--- config.mk ---
export PLATFORM = sky130hd
export DESIGN_NAME = mdu_ctrl_flat
export DESIGN_NICKNAME = d
export VERILOG_FILES = /design/src/rtl/mdu_ctrl_if.sv /design/src/rtl/mdu_ctrl.sv /design/src/flat_wrapper.sv
export SDC_FILE = /design/constraint.sdc
export NUM_CORES = 1
export LEC_CHECK = 0
export ABC_AREA = 1
export CORE_MARGIN = 8
export CORE_UTILIZATION = 41
export DETAILED_ROUTE_END_ITERATION = 7
export GPL_TIMING_DRIVEN = 0
export PLACE_DENSITY = 0.73
export SLEW_MARGIN = 30
export SYNTH_ARGS = -nofsm -noshare
export SYNTH_HDL_FRONTEND = slang
export SYNTH_SLANG_ARGS = --single-unit
--- constraint.sdc ---
create_clock -name clock -period 2.5 [get_ports clock]
set_input_delay 0.75 -clock clock [delete_from_list [all_inputs] [get_ports clock]]
set_output_delay 0.75 -clock clock [all_outputs]
set_load 0.05 [all_outputs]
--- src/rtl/mdu_ctrl_if.sv ---
`default_nettype none
// +------------------------------------------------------------------------+
// | Module      : mdu_ctrl_if                                              |
// | Description : Request/response bundle between the execute stage and    |
// |               the multiply/divide sequencer (mdu_ctrl).                |
// | Revision    : 1.0 - initial release                                    |
// +------------------------------------------------------------------------+
interface mdu_ctrl_if;
  // Request side: one M-extension op per valid/ready handshake
  logic        in_valid;
  logic        in_ready;
  logic [2:0]  in_op;
  logic        in_word;
  logic [63:0] in_src1;
  logic [63:0] in_src2;
  // Response side: result held until the consumer takes it
  logic        out_valid;
  logic        out_ready;
  logic [63:0] out_result;

  // Execute stage issuing ops and consuming results
  modport master (
    output in_valid, in_op, in_word, in_src1, in_src2, out_ready,
    input  in_ready, out_valid, out_result
  );

  // Sequencer accepting ops and producing results
  modport slave (
    input  in_valid, in_op, in_word, in_src1, in_src2, out_ready,
    output in_ready, out_valid, out_result
  );
endinterface
`default_nettype wire

--- src/rtl/mdu_ctrl.sv ---
`default_nettype none
// +------------------------------------------------------------------------+
// | Module      : mdu_ctrl                                                 |
// | Description : Multi-cycle sequencer for the combinational MUL/DIV MAC. |
// |               Accepts one op, drives the MAC one-hot op lines for a    |
// |               fixed per-class latency, captures and returns the        |
// |               result. Divide-by-zero and signed overflow are resolved  |
// |               locally without using the MAC. Supports flush.           |
// |               Optional feature macro: MDU_WORD_EN (RV64 *W variants).  |
// | Revision    : 1.0 - initial release                                    |
// +------------------------------------------------------------------------+
module mdu_ctrl #(
  parameter int MUL_LAT = 3,
  parameter int DIV_LAT = 8
) (
  input  logic        clock,
  input  logic        reset,
  mdu_ctrl_if.slave   bus,
  input  logic        flush,
  output logic        mac_mul,
  output logic        mac_mulh,
  output logic        mac_mulhu,
  output logic        mac_mulhsu,
  output logic        mac_div,
  output logic        mac_divu,
  output logic        mac_rem,
  output logic        mac_remu,
  output logic [63:0] mac_src1,
  output logic [63:0] mac_src2,
  input  logic [63:0] mac_result
);

  localparam int c_lat_max = (MUL_LAT > DIV_LAT) ? MUL_LAT : DIV_LAT;
  localparam int c_cnt_w   = $clog2(c_lat_max + 1);

  localparam logic [1:0] c_st_idle = 2'd0;
  localparam logic [1:0] c_st_busy = 2'd1;
  localparam logic [1:0] c_st_done = 2'd2;

  localparam logic [2:0] c_op_mul = 3'd0;
  localparam logic [2:0] c_op_div = 3'd4;
  localparam logic [2:0] c_op_rem = 3'd6;

  localparam logic [63:0] c_int_min = 64'h8000_0000_0000_0000;

  // Sign-extend a 32-bit value to 64 bits
  function automatic logic [63:0] sext32(input logic [31:0] v);
    return {{32{v[31]}}, v};
  endfunction

  // Registered state
  logic [1:0]         state_q,  state_d;
  logic [c_cnt_w-1:0] cnt_q,    cnt_d;
  logic [2:0]         op_q,     op_d;
  logic               word_q,   word_d;
  logic [63:0]        src1_q,   src1_d;
  logic [63:0]        src2_q,   src2_d;
  logic [63:0]        result_q, result_d;

  // Request-side decode
  logic        w_is_div;
  logic        w_signed_div;
  logic        w_word;
  logic [63:0] w_src1;
  logic [63:0] w_src2;
  logic        w_div_zero;
  logic        w_ovf;
  logic        w_special;
  logic [63:0] w_fixed_raw;
  logic [63:0] w_fixed;
  logic [63:0] w_mac_post;
  logic [7:0]  w_op_lines;

  // Operand preprocessing, special-case detection and fixed results
  always_comb begin
    w_is_div     = bus.in_op[2];
    w_signed_div = (bus.in_op == c_op_div) || (bus.in_op == c_op_rem);
    w_word       = 1'b0;
`ifdef MDU_WORD_EN
    // *W only exists for mul and the divide class; mulh* ignore in_word
    w_word = bus.in_word && (w_is_div || (bus.in_op == c_op_mul));
`else
    w_word = 1'b0;
`endif
    w_src1 = bus.in_src1;
    w_src2 = bus.in_src2;
    if (w_word) begin
      if (w_signed_div || (bus.in_op == c_op_mul)) begin
        w_src1 = sext32(bus.in_src1[31:0]);
        w_src2 = sext32(bus.in_src2[31:0]);
      end else begin
        w_src1 = {32'h0, bus.in_src1[31:0]};
        w_src2 = {32'h0, bus.in_src2[31:0]};
      end
    end
    // Extension preserves zero, so the 64-bit test covers the word case
    w_div_zero = w_is_div && (w_src2 == 64'h0);
    if (w_word) begin
      w_ovf = w_signed_div && (bus.in_src1[31:0] == 32'h8000_0000) &&
              (bus.in_src2[31:0] == 32'hFFFF_FFFF);
    end else begin
      w_ovf = w_signed_div && (bus.in_src1 == c_int_min) &&
              (bus.in_src2 == {64{1'b1}});
    end
    w_special = w_div_zero || w_ovf;
    // in_op[1] separates rem/remu from div/divu inside the divide class
    if (w_div_zero) begin
      w_fixed_raw = bus.in_op[1] ? w_src1 : {64{1'b1}};
    end else begin
      w_fixed_raw = bus.in_op[1] ? 64'h0 : w_src1;
    end
    w_fixed = w_word ? sext32(w_fixed_raw[31:0]) : w_fixed_raw;
  end

  // MAC result post-processing: *W results come back sign-extended from bit 31
  always_comb begin
    w_mac_post = word_q ? sext32(mac_result[31:0]) : mac_result;
  end

  // State and datapath registers
  always_ff @(posedge clock) begin
    if (reset) begin
      state_q  <= c_st_idle;
      cnt_q    <= '0;
      op_q     <= 3'd0;
      word_q   <= 1'b0;
      src1_q   <= 64'h0;
      src2_q   <= 64'h0;
      result_q <= 64'h0;
    end else begin
      state_q  <= state_d;
      cnt_q    <= cnt_d;
      op_q     <= op_d;
      word_q   <= word_d;
      src1_q   <= src1_d;
      src2_q   <= src2_d;
      result_q <= result_d;
    end
  end

  // Next-state logic; flush overrides every state and leaves result_q alone
  always_comb begin
    state_d  = state_q;
    cnt_d    = cnt_q;
    op_d     = op_q;
    word_d   = word_q;
    src1_d   = src1_q;
    src2_d   = src2_q;
    result_d = result_q;
    if (flush) begin
      state_d = c_st_idle;
      cnt_d   = '0;
    end else begin
      case (state_q)
        c_st_idle: begin
          if (bus.in_valid) begin
            op_d   = bus.in_op;
            word_d = w_word;
            src1_d = w_src1;
            src2_d = w_src2;
            if (w_special) begin
              state_d  = c_st_done;
              cnt_d    = '0;
              result_d = w_fixed;
            end else begin
              state_d = c_st_busy;
              cnt_d   = w_is_div ? c_cnt_w'(DIV_LAT) : c_cnt_w'(MUL_LAT);
            end
          end
        end
        c_st_busy: begin
          cnt_d = cnt_q - c_cnt_w'(1);
          if (cnt_q == c_cnt_w'(1)) begin
            result_d = w_mac_post;
            state_d  = c_st_done;
          end
        end
        c_st_done: begin
          if (bus.out_ready) begin
            state_d = c_st_idle;
          end
        end
        default: begin
          state_d = c_st_idle;
          cnt_d   = '0;
        end
      endcase
    end
  end

  // Outputs: handshakes and one-hot MAC op lines decoded from the state
  always_comb begin
    bus.in_ready   = (state_q == c_st_idle) && !flush;
    bus.out_valid  = (state_q == c_st_done);
    bus.out_result = result_q;
    w_op_lines     = 8'h00;
    if (state_q == c_st_busy) begin
      w_op_lines = 8'h01 << op_q;
    end
    mac_mul    = w_op_lines[0];
    mac_mulh   = w_op_lines[1];
    mac_mulhu  = w_op_lines[2];
    mac_mulhsu = w_op_lines[3];
    mac_div    = w_op_lines[4];
    mac_divu   = w_op_lines[5];
    mac_rem    = w_op_lines[6];
    mac_remu   = w_op_lines[7];
    mac_src1   = src1_q;
    mac_src2   = src2_q;
  end

endmodule
`default_nettype wire

--- src/flat_wrapper.sv ---
// flat-port wrapper written by rule: the top's interface ports become plain ports
module mdu_ctrl_flat 
#(
  parameter int MUL_LAT = 3,
  parameter int DIV_LAT = 8
)
  (clock, reset, flush, mac_mul, mac_mulh, mac_mulhu, mac_mulhsu, mac_div, mac_divu, mac_rem, mac_remu, mac_src1, mac_src2, mac_result, bus_in_valid, bus_in_op, bus_in_word, bus_in_src1, bus_in_src2, bus_out_ready, bus_in_ready, bus_out_valid, bus_out_result);
  mdu_ctrl_if bus_i ();
  input  logic clock;
  input  logic reset;
  input  logic flush;
  output logic mac_mul;
  output logic mac_mulh;
  output logic mac_mulhu;
  output logic mac_mulhsu;
  output logic mac_div;
  output logic mac_divu;
  output logic mac_rem;
  output logic mac_remu;
  output logic [63:0] mac_src1;
  output logic [63:0] mac_src2;
  input  logic [63:0] mac_result;
  input wire logic [$bits(bus_i.in_valid)-1:0] bus_in_valid;
  input wire logic [$bits(bus_i.in_op)-1:0] bus_in_op;
  input wire logic [$bits(bus_i.in_word)-1:0] bus_in_word;
  input wire logic [$bits(bus_i.in_src1)-1:0] bus_in_src1;
  input wire logic [$bits(bus_i.in_src2)-1:0] bus_in_src2;
  input wire logic [$bits(bus_i.out_ready)-1:0] bus_out_ready;
  output wire logic [$bits(bus_i.in_ready)-1:0] bus_in_ready;
  output wire logic [$bits(bus_i.out_valid)-1:0] bus_out_valid;
  output wire logic [$bits(bus_i.out_result)-1:0] bus_out_result;
  assign bus_i.in_valid = bus_in_valid;
  assign bus_i.in_op = bus_in_op;
  assign bus_i.in_word = bus_in_word;
  assign bus_i.in_src1 = bus_in_src1;
  assign bus_i.in_src2 = bus_in_src2;
  assign bus_i.out_ready = bus_out_ready;
  assign bus_in_ready = bus_i.in_ready;
  assign bus_out_valid = bus_i.out_valid;
  assign bus_out_result = bus_i.out_result;
  mdu_ctrl #(.MUL_LAT(MUL_LAT), .DIV_LAT(DIV_LAT)) u_core (.clock(clock), .reset(reset), .bus(bus_i), .flush(flush), .mac_mul(mac_mul), .mac_mulh(mac_mulh), .mac_mulhu(mac_mulhu), .mac_mulhsu(mac_mulhsu), .mac_div(mac_div), .mac_divu(mac_divu), .mac_rem(mac_rem), .mac_remu(mac_remu), .mac_src1(mac_src1), .mac_src2(mac_src2), .mac_result(mac_result));
endmodule
==> results.md, run 1 <==
Outcome:
- The run finished, with violations left.
- The checks that failed: negative setup slack.

Logic synthesis:
- When the netlist entered floorplanning its net count stood at roughly 1.8k.
- Yosys instantiated no cell more often than nor2_1.
- For this run, the leading register cell type out of synthesis is dfxtp_1.
- The share of async-settable or async-resettable flops after synthesis is 0.
- Summed over all instances, the cell type with the most area after synthesis is dfxtp_1.
- The number of synthesized flops with an enable pin is 0.
- The share of the Yosys chip area taken by registers is 0.407.
- For this run, the number of Yosys warnings is 0.
- The synthesized netlist occupies a cell area of around 9900 sq um.
- Synthesis produced a netlist whose cell count is 1625.
- The unique cell type count in the Yosys netlist is 22.
- Ranked by instance count, the synthesized netlist is headed by 463 x nor2_1, 401 x nand2_1, 201 x dfxtp_1.
- In the post-synthesis netlist, the biggest area contributors are dfxtp_1 41%, nor2_1 18%, nand2_1 15%, o21ai_0 9.9%, inv_1 5.7%.
- The share of synthesized area in the top cell type comes to 0.407.
- The synthesis-stage register bit count is between 200 and 250.
- Each instance of the synthesized netlist takes up on average a little over 6 sq um.

Critical path:
- The worst setup path category is reg2out.
- The maximum fanout along the worst path is 4.
- The critical path data required time is between 1.5 and 2 ns.
- The worst setup path is captured at an output port.
- STA puts the critical path data arrival time at roughly 1.8 ns.
- The type of origin of the critical path is a register.

Finish:
- At the end of the flow, the number of nets in the layout was 2268.
- From synthesis to final layout, the design area changed by 57.5%.
- Of the cells placed in the final design, the portion with a size suffix greater than 1 is 0.0792.

Route:
- The detail-routed via count per cell is between 4 and 5.
- The detailed router finished its first iteration with approximately 730 violations.
- The detailed-router iteration count before antenna repair is 5.
- The detail route stage leaves a number of antenna-violating nets equal to 0.
- After detailed routing, the total wire length is 41.8 mm.
- Dividing the detail-routed wire length by the instance count gives 17.3 um.
- The routed layout has 11.7k vias.
- The number of DRC violations after detailed routing is 0.

Global route:
- In the global route stage, overall resource usage came out at 0.270.
- The number of global-route vias before repair is approximately 11k.
- The maximum number of pins on one net before global-route repair is 14.
- The overflow left after global routing is 0.
- The first global-routing pass estimated 62.3 mm of wire.
- The number of antenna violations at the first check in global routing is 3.

Clock network:
- CTS built an H-tree with a depth of 1.
- The worst-skew pair later-pin latency is ~0.52 ns.
- The clock passes through at most 3 buffers.
- CTS saw 201 sinks.
- Clock tree synthesis selected as its root buffer the cell clkbuf_16.
- The CTS buffer count is 25.
- The TritonCTS clock tree is built.
- After clock tree synthesis, the clock-pin slew on the worst setup and hold paths is 0.06 ns.

STA:
- The count of final hold-check violations is 0.
- In the finished design, the share of the clock period the worst path needs comes to 1.02.
- The slew at the pin with the worst max-slew slack is 0.807 ns.
- Setup violations remaining at the end of the flow were counted as 4.
- The final count of pins violating max slew is 0.
- Setup repair after global routing could not meet its margin everywhere.
- The shortest period the worst path allows is 2.54 ns.
- The worst setup skew after layout is 0.0172 ns.
- The worst pin sits at a relative slew slack of 0.462.
- Across all setup checks in the final design, the least slack found is -0.0388 ns.
- Based on the critical path, the design can be clocked at up to 394 MHz.

Floorplan:
- The effective utilization at floorplan is 0.411.
- The initialized floorplan defines 57 standard-cell rows.
- Measured along the x axis, the die boundary spans 171 um.
- The chip height is 171 um.
- The floorplan step defined a core boundary enclosing 24000 sq um.
- The total I/O pin count is ~400.
- The die covers 29300 sq um.

Power:
- Power spread over the standard cell area amounts to between 600 and 700 nW/um^2.
- The design draws 0.00963 W.
- The maximum vdd ir drop is just under 0.0004 V.
- For this design the static power due to leakage is approximately 7.3 nW.

Placed design:
- The HPWL after detailed placement is 32.2 mm.
- At the end of routability-driven placement, the weighted congestion stood at 0.919.
- The worst slack at placement is -1.32 ns.
- The count of buffers inserted at the top-level ports is 400.

Worst hold path:
- The min-delay analysis places its worst path in the category reg2reg.

Flow run:
- The number of max-capacitance violations reported is 0.
## power by group
part	switching [W]	internal (W)
clock network	0.00143	0.00225
registers	0.000106	0.00341
logic	0.00154	0.000891
total	0.00308	0.00655
## worst max-delay path, stage by stage (launching register included)
cell and delay (ns):
dfxtp_2 0.34, inv_2 0.04, nor2_4 0.16, clkinvlp_4 0.14
or2_4 0.29, nor2_4 0.13, buf_8 0.16
## cells by family (layout without fill, tap and decap cells)
group / Yosys count / after routing / share of synthesized area
and+or+nand+nor: 896 / 896 / 0.347
AOI/OAI and AO/OA: 279 / 279 / 0.142
other: 0 / 2 / 0
adders and majority gates: 2 / 2 / 0.00253
buffers and inverters: 247 / 706 / 0.102
DFF: 201 / 201 / 0.407
## worst paths after layout
path                        from                   to  slack (ns)  cells after the start
max            u_core.state_q[0]             mac_mulh       -0.04                      6
min          u_core.mac_src2[31]  u_core.mac_src2[31]        0.48                      2
min reg2reg  u_core.mac_src2[31]  u_core.mac_src2[31]        0.48                      2
max reg2reg    u_core.state_q[0]   u_core.mac_src1[4]        0.19                      9
## placed cells by master (no fill, tap or decap), types with 3 or more instances in the layout
master           count
nand4_1             11
clkdlybuf4s50_1    365
nand3b_1             3
nor3_1               6
dlygate4sd2_1        5
buf_6               10
nand2_2              3
nor2_4              11
o21ai_0            192
nand2_1            397
inv_2               23
clkbuf_8             7
clkbuf_4             5
clkbuf_16           26
dfxtp_1            199
clkbuf_1            63
o21ai_1              4
inv_1              126
buf_8                7
a21oi_1             79
nand3_1              8
clkinv_2             4
buf_4               17
nor2_2              19
dlymetal6s2s_1      20
buf_2               19
nor2_1             434
## final cells by class
type,instances,area [sq um]
inverter,150,567
multi-input combinational,1177,5030
antenna,2,5.00
fill,2269,8460
tap,324,405
clock buffer,39,748
clock inverter,7,88.8
timing repair buffer,417,4230
buffer,93,480
sequential,201,4030
## through the flow
stage                     utilization  cells  setup TNS (ns)  hold slack (ns)  cell area, sq um
after CTS                       0.637   2401          -0.700            0.483             15300
after detailed placement        0.596   2349          -97.27            0.470             14300
final                           0.648   2410         -0.0774            0.480             15600
after global routing            0.648   2410           -1.27            0.501             15600
after global placement          0.596   2349          -91.80            0.463             14300
after floorplan                     -   1625          -0.672            0.458              9920
## routing by layer
metal  vias up  share of wire  global-route usage  wire (um)
met4         2          0.034              0.0930       1420
met2       432           0.47               0.455      19500
met3        71          0.082              0.0661       3420
met5         -        0.00022                   0          9
li1       5880              -                   -          -
met1      5305           0.42               0.331      17400
## sequential cells by signal, summed over array words and instances (netlist names)
register and count:
u_core.mac_src2 64, u_core.state_q 2, u_core.bus.out_result 64, u_core.cnt_q 4
u_core.op_q 3, u_core.mac_src1 64
## repair_timing
action,CTS,global route
gates cloned,0,1
gates resized for setup,105,93
setup endpoints to repair,77,107
buffers inserted,7,9
hold buffers,0,0
pin swaps,5,19
(Power assumes the default switching activity.)
==> inputs of run 2 (changes only) <==
- CORE_ASPECT_RATIO: unset -> 0.75
- clock period: 2.5 -> 2.76 ns (I/O delays scaled with it)
==> run 2 against run 1 <==
  * Hold slack better by 0.0030 ns
  * Count of clock-buffer cells in the layout down 8
  * The run now ends clean
  * Utilization down 1.2 points
  * Clock skew shrank 0.0068 ns
  * Die area up 0.17%
==> results.md, run 2 (synthesized netlist as in run 1, its figures left out) <==
STA:
- Setup repair after global routing left no endpoint under its margin.
- The setup total negative slack is 0 ns (+0.0774 ns).
- The timing-limited maximum frequency is 371 MHz.
- The count of final hold-check violations is 0 (unchanged).
- The headroom to the max-slew limit was 0.445 (-0.0172).
- The final count of pins violating max slew is 0 (unchanged).
- The slew at the pin with the worst max-slew slack came to 0.833 ns (+0.0258 ns).
- The shortest period the worst path allows is 2.69 ns.
- The worst setup skew after layout is 0.0104 ns (-0.00685 ns).
- The final clock period utilization by the worst path is 0.976.
- The number of failing setup endpoints in the final timing report was 0 (-4).

Clock network:
- In this run the clock root is driven by a clkbuf_16.
- The deepest level of the CTS H-tree came to 1 (unchanged).
- The TritonCTS clock tree is built.
- The number of buffers on the longest clock path is 3 (unchanged).
- The post-cts hold buffer count came to 0 (unchanged).
- The total number of clock tree sinks is 201 (unchanged).
- The clock-pin slew on the worst setup and hold paths is 0.06 ns (about the same).
- The CTS buffer count is 23 (-8.0%).
- The worst-skew pair later-pin latency came to 0.51 ns (about the same).

Outcome:
- The flow ran to the end, and the final reports show no timing, DRC or antenna violations.

Placed design:
- The final HPWL from detailed placement is 32.8 mm (+1.8%).
- The placer congestion estimate is 0.907 (-1.3%).
- The placed instance count came to 2331 (-0.77%).
- The count of buffers inserted at the top-level ports came to 400 (unchanged).

Route:
- The detailed-router iteration count before antenna repair is 5 (unchanged).
- The number of DRC violations after detailed routing is 0 (unchanged).
- The detail-routed via count per cell is 5.02 (+3.4%).
- The total via count after detailed routing came to 11.9k (+1.7%).
- The number of routed nets with antenna violations was 0 (unchanged).
- The average detailed-routed wire length per instance is 17.6 um (+1.6%).
- The initial DRC count was 751 (+2.6%).
- The total detailed-routing wirelength came to 41.8 mm (about the same).

Critical path:
- The element type at the critical path end is an output port.
- The maximum fanout along the worst path is 3 (-1).
- The critical path data required time is 1.93 ns (+0.18 ns).
- The critical path's slowest cell is clkdlybuf4s50_1.
- The worst setup path is of the in2out kind.
- The data arrival time of the critical path was 1.87 ns (+0.08 ns).
- The buffer and inverter count on the worst path came to 2 (-1).
- The type of origin of the critical path is an input pin.
- The signal on the critical path passes through clkdlybuf4s50_1, nor2_1, clkdlybuf4s15_2.
- The family with the most delay on the worst path is buffers and inverters.
- The maximum single-stage delay on the critical path is 0.46 ns (+0.12 ns).

Global route:
- The global-route wire length before repair is 63.0 mm (+1.1%).
- The overflow left after global routing is 0 (unchanged).
- The number of antenna violations at the first check in global routing came to 1 (-2).
- The number of global-route vias before repair is 11.2k (-0.22%).
- The maximum number of pins on one net before global-route repair came to 20 (+6).
- The total track usage is 0.269 (-0.00115).

Finish:
- The most frequent standard cell in the layout excluding fill and tap cells is nor2_1.
- The top cell types in the final layout, fill and taps aside, are 452 x nor2_1, 400 x nand2_1, 390 x clkdlybuf4s50_1.
- The fraction of final layout cells with drive strength greater than 1 came to 0.0514 (-0.0278).
- The final non-filler cell total was 2371 (-1.6%).
- The number of nets in the finished design is 2254 (-0.62%).
- The post-synthesis to final-layout area growth is 53.4%.

Floorplan:
- The chip width is 195 um (+14%).
- The area enclosed by the die boundary is 29400 sq um (+0.17%).
- The total I/O pin count was 403 (unchanged).
- The row count is 49 (-14%).
- The area of the core is 23800 sq um (-0.77%).
- The effective utilization at floorplan is 0.415 (+0.00319).
- The chip height is 150 um (-12%).

Power:
- The static leakage is 6.85 nW (-6.1%).
- The total power is 0.00857 W (-11%).
- The power density over cell area was 565 nW/um^2 (-8.6%).
- The maximum vdd ir drop came to 0.000375 V (-3.5%).

Flow run:
- The number of max-capacitance violations reported was 0 (unchanged).

Worst hold path:
- The worst hold path class is reg2reg.
## run 2: cell types whose count changed in the layout (fill, tap and decap cells not counted), sizes merged
| cell | change |
|---|---|
| bufinv | +1 |
| dlygate4sd2 | -4 |
| clkdlybuf4s50 | +25 |
| clkbuf | -12 |
| inv | -1 |
| buf | -9 |
| diode | -1 |
| dlymetal6s2s | -20 |
## run 2: path summary, 6_finish.rpt
kind | start | to | slack (ns) | cells after the start
max reg2reg | u_core.state_q[0] | u_core.mac_src1[61] | 0.38 | 9
max | flush | bus_in_ready | 0.07 | 3
min | u_core.mac_src2[44] | u_core.mac_src2[44] | 0.48 | 2
min reg2reg | u_core.mac_src2[44] | u_core.mac_src2[44] | 0.48 | 2
## run 2: layer usage
| metal | track usage | part of all wire | wire (um) | up-vias |
|---|---|---|---|---|
| met4 | 0.0775 | 0.026 | 1110 | 0 |
| met1 | 0.348 | 0.44 | 18200 | 5484 |
| met3 | 0.0715 | 0.092 | 3840 | 65 |
| li1 | - | - | - | 5862 |
| met5 | 0 | 0 | 0 | - |
| met2 | 0.438 | 0.45 | 18600 | 480 |
## run 2: cell type report
type                            instances  area, sq um
Antenna cell                            1         2.50
Buffer                                 94          455
Clock buffer                           31          676
Clock inverter                          7          110
Fill cell                            2186         8680
Inverter                              150          567
Multi-Input combinational cell       1177         4920
Sequential cell                       201         4030
Tap cell                              306          383
Timing Repair Buffer                  404         4030
## run 2: what timing repair did
item	4_1_cts	5_1_grt
endpoints found under the setup margin	10	72
buffers inserted	4	0
pin swaps	1	3
gates resized for setup	70	21
## run 2: per-stage QoR
step                      setup slack [ns]  cell area, sq um  hold WS [ns]  utilization
after CTS                          0.00921             15100         0.485        0.634
after detailed placement            -0.978             14300         0.473        0.599
final                               0.0666             15200         0.483        0.636
after global routing               0.00284             15200         0.499        0.636
after floorplan                    -0.0609              9890         0.458            -
after global placement              -0.964             14300         0.464        0.599
## run 2: power breakdown
| part | switching, W | total, W | internal (W) | leakage [nW] |
|---|---|---|---|---|
| clock network | 0.00125 | 0.00322 | 0.00198 | 0.393 |
| logic | 0.00138 | 0.00217 | 0.000792 | 4.81 |
| registers | 0.0000971 | 0.00318 | 0.00308 | 1.65 |
## run 2: worst register-to-register path: stages (launching register included)
cell and delay [ns]:
dfxtp_2 0.32, buf_4 0.13, nor2_1 0.07, inv_1 0.10, nor2_1 0.13, nand2_1 0.29, inv_2 0.38, clkbuf_1 0.42
buf_2 0.33, a21oi_1 0.11
==> inputs of run 3 (changes only) <==
==> constraint.sdc (replaced) <==
create_clock -name clock -period 2.76 [get_ports clock]
set_input_delay 0.414 -clock clock [delete_from_list [all_inputs] [get_ports clock]]
set_output_delay 0.414 -clock clock [all_outputs]
set_load 0.05 [all_outputs]
==> run 3 against run 2 <==
  * Final area down 0.54%
  * Hold slack got worse by 0.00051 ns
  * Sequential power about the same
  * Clock skew decreased by 0.00090 ns
  * Total power shrank 0.22%
  * Utilization decreased by 0.34 points
  * Clock power hardly changed
  * Critical endpoint is now mac_rem
  * Largest power group unchanged
  * Highest routed layer unchanged
==> results.md, run 3 (synthesized netlist as in run 1, its figures left out) <==
Placed design:
- The placer congestion estimate is 0.907 (unchanged).
- The post-place instance area is 14300 sq um (unchanged).
- The final HPWL from detailed placement is 32.8 mm (unchanged).
- The count of buffers inserted at the top-level ports is 400 (unchanged).

Power:
- The share of total power consumed by net switching is 0.316 (-0.000839).
- The sequential group share of total power came to 0.372 (about the same).
- The internal power consumption is 0.00585 W (about the same).
- The net load switching power was 0.00271 W (-0.48%).
- The power density over cell area is 567 nW/um^2 (+0.32%).
- The static leakage is 6.82 nW (-0.43%).
- The combinational cell fraction of total power is 0.252 (about the same).
- The relative contribution of the clock network to total power is 0.376 (about the same).
- The maximum vdd ir drop is 0.000371 V (-0.92%).

Global route:
- The number of antenna violations at the first check in global routing is 1 (unchanged).
- The overflow left after global routing is 0 (unchanged).
- The number of global-route vias before repair was 11.1k (-0.35%).
- The global routing stage identified its most utilized layer as met2.
- The global-route wire length before repair was 62.9 mm (-0.17%).
- The maximum number of pins on one net before global-route repair came to 20 (unchanged).
- The total track usage is 0.268 (-0.000432).
- The met3 layer usage reported by global route is 0.0708 (-0.000670).
- The fraction of met2 tracks used by global routing is 0.437 (-0.000525).
- The met1 global-route usage is 0.348 (+0.000406).

Clock network:
- The deepest level of the CTS H-tree is 1 (unchanged).
- The total number of clock tree sinks is 201 (unchanged).
- The worst-skew pair later-pin latency came to 0.51 ns (about the same).
- The number of buffers on the longest clock path is 3 (unchanged).
- The CTS buffer count came to 23 (unchanged).
- The clock-pin slew on the worst setup and hold paths is 0.06 ns (about the same).
- The post-cts hold buffer count is 0 (unchanged).
- The clock root buffer master is clkbuf_16.
- TritonCTS built the clock tree.

Floorplan:
- The chip height is 150 um (unchanged).
- The chip width is 195 um (unchanged).
- The area of the core is 23800 sq um (unchanged).
- The area enclosed by the die boundary came to 29400 sq um (unchanged).
- The row count is 49 (unchanged).
- The total I/O pin count is 403 (unchanged).
- The effective utilization at floorplan is 0.415 (unchanged).

Critical path:
- The critical path data required time is 2.35 ns (+0.42 ns).
- The maximum fanout along the worst path came to 19 (+16).
- The worst setup path is of the reg2out kind.
- In this design, the largest share of critical-path delay is due to buffers and inverters.
- The data arrival time of the critical path is 2.22 ns (+0.35 ns).
- The critical path capture point is mac_rem.
- The count of cells along the worst register-to-register path is 8 (-1).
- The logic depth of the worst path, buffers included is 6 (+3).
- The type of origin of the critical path is a register.
- The register-to-register setup slack is 0.47 ns (+0.09 ns).
- The critical path's slowest cell is clkdlybuf4s15_2.
- STA classifies the critical path endpoint as an output port.
- The maximum single-stage delay on the critical path was 0.41 ns (-0.05 ns).
- The launch point of the critical path is u_core.state_q[0].
- The buffer and inverter count on the worst path came to 3 (+1).
- The signal on the critical path passes through inv_1, nor2_4, clkbuf_8, nand2_1, nor2_1, clkdlybuf4s15_2.
- The launch point of the worst reg-to-reg path is u_core.state_q[1].
- The worst register-to-register path ends at u_core.mac_src1[61].

STA:
- The final count of pins violating max slew is 0 (unchanged).
- The slew at the pin with the worst max-slew slack is 0.812 ns (-0.0214 ns).
- The number of failing setup endpoints in the final timing report is 0 (unchanged).
- The setup total negative slack came to 0 ns (unchanged).
- The final clock period utilization by the worst path is 0.953 (-0.0227).
- The headroom to the max-slew limit is 0.459 (+0.0143).
- The worst hold margin is 0.482 ns (-0.000507 ns).
- The timing-limited maximum frequency is 380 MHz (+2.4%).
- Setup repair after global routing left no endpoint under its margin.
- The count of final hold-check violations is 0 (unchanged).
- The worst setup skew after layout came to 0.00949 ns (-0.000901 ns).
- The shortest period the worst path allows is 2.63 ns (-0.0627 ns).

Route:
- The detailed-router iteration count before antenna repair came to 5 (unchanged).
- The detail-routed via count per cell is 4.98 (-0.66%).
- The number of routed nets with antenna violations is 0 (unchanged).
- The average detailed-routed wire length per instance is 17.6 um (-0.29%).
- The total via count after detailed routing is 11.8k (-0.71%).
- The total detailed-routing wirelength is 41.6 mm (-0.33%).
- The number of DRC violations after detailed routing is 0 (unchanged).
- The initial DRC count is 772 (+2.8%).

Finish:
- Leaving out fill and tap cells, the most frequent cell in the layout is nor2_1.
- The number of nets in the finished design is 2253 (-0.044%).
- The fraction of final layout cells with drive strength greater than 1 is 0.0422 (-0.00918).
- From synthesis to final layout, the design area changed by 52.6%.
- In the layout the commonest cells are 463 x nor2_1, 401 x nand2_1, 392 x clkdlybuf4s50_1.
- The design area came to 15100 sq um (-0.54%).
- The share of the core filled with cells was 0.633 (-0.00341).

Flow run:
- The number of max-capacitance violations reported is 0 (unchanged).

Outcome:
- The run finished with clean final reports.

Worst hold path:
- The path class of the tightest hold or removal check is reg2reg.
[run 3: power by group through the flow]
stage / Combinational [W] / Clock, W / Sequential [W]
after floorplan: 0.000630 / 0 / 0.00383
after global placement: 0.00212 / 0 / 0.00324
after detailed placement: 0.00214 / 0 / 0.00324
after CTS: 0.00215 / 0.00326 / 0.00318
after global routing: 0.00231 / 0.00340 / 0.00320
final: 0.00216 / 0.00322 / 0.00318
[run 3: how the worst min path moves through the flow]
stage | start | to | slack (ns) | cells after the start
final | u_core.mac_src2[39] | u_core.mac_src2[39] | 0.48 | 2
after global routing | u_core.mac_src2[5] | u_core.mac_src2[5] | 0.50 | 2
after CTS | u_core.mac_src2[39] | u_core.mac_src2[39] | 0.49 | 2
after detailed placement | u_core.mac_src2[26] | u_core.mac_src2[26] | 0.47 | 2
after global placement | u_core.mac_src2[2] | u_core.mac_src2[2] | 0.46 | 2
after floorplan | u_core.cnt_q[3] | u_core.cnt_q[3] | 0.46 | 2
[run 3: worst min-delay path, cell delays in order, from the launching register on]
cell and delay [ns]:
dfxtp_1 0.32, nor2_1 0.04, nor2_1 0.08
[run 3: layout make-up]
| type | count | area, sq um |
|---|---|---|
| diodes | 1 | 2.50 |
| plain buffers | 95 | 450 |
| clock buffers | 31 | 676 |
| clock inverters | 7 | 110 |
| fillers | 2202 | 8760 |
| inverters | 150 | 567 |
| multi-input cells | 1177 | 4860 |
| flip-flops and latches | 201 | 4020 |
| well taps | 306 | 383 |
| repair buffers | 402 | 4010 |
[run 3: what timing repair did]
action / CTS / global route
setup endpoints to repair: 8 / 4
resized for setup: 39 / 4
pin swaps: 0 / 1
buffers inserted: 1 / 1
[run 3: stage by stage]
stage                     worst slack [ns]  power (W)  std cells
after floorplan                      0.353    0.00446       1625
after global routing                0.0282    0.00891       2370
final                                0.129    0.00855       2370
after CTS                         -0.00917    0.00859       2368
after detailed placement            -0.564    0.00538       2331
after global placement              -0.550    0.00536       2331
[run 3: metal layers]
layer	wire length (um)	vias up	share of wire
met5	0	-	0
met4	1090	0	0.026
met3	3630	67	0.087
met2	18500	465	0.44
met1	18400	5418	0.44
li1	-	5857	-
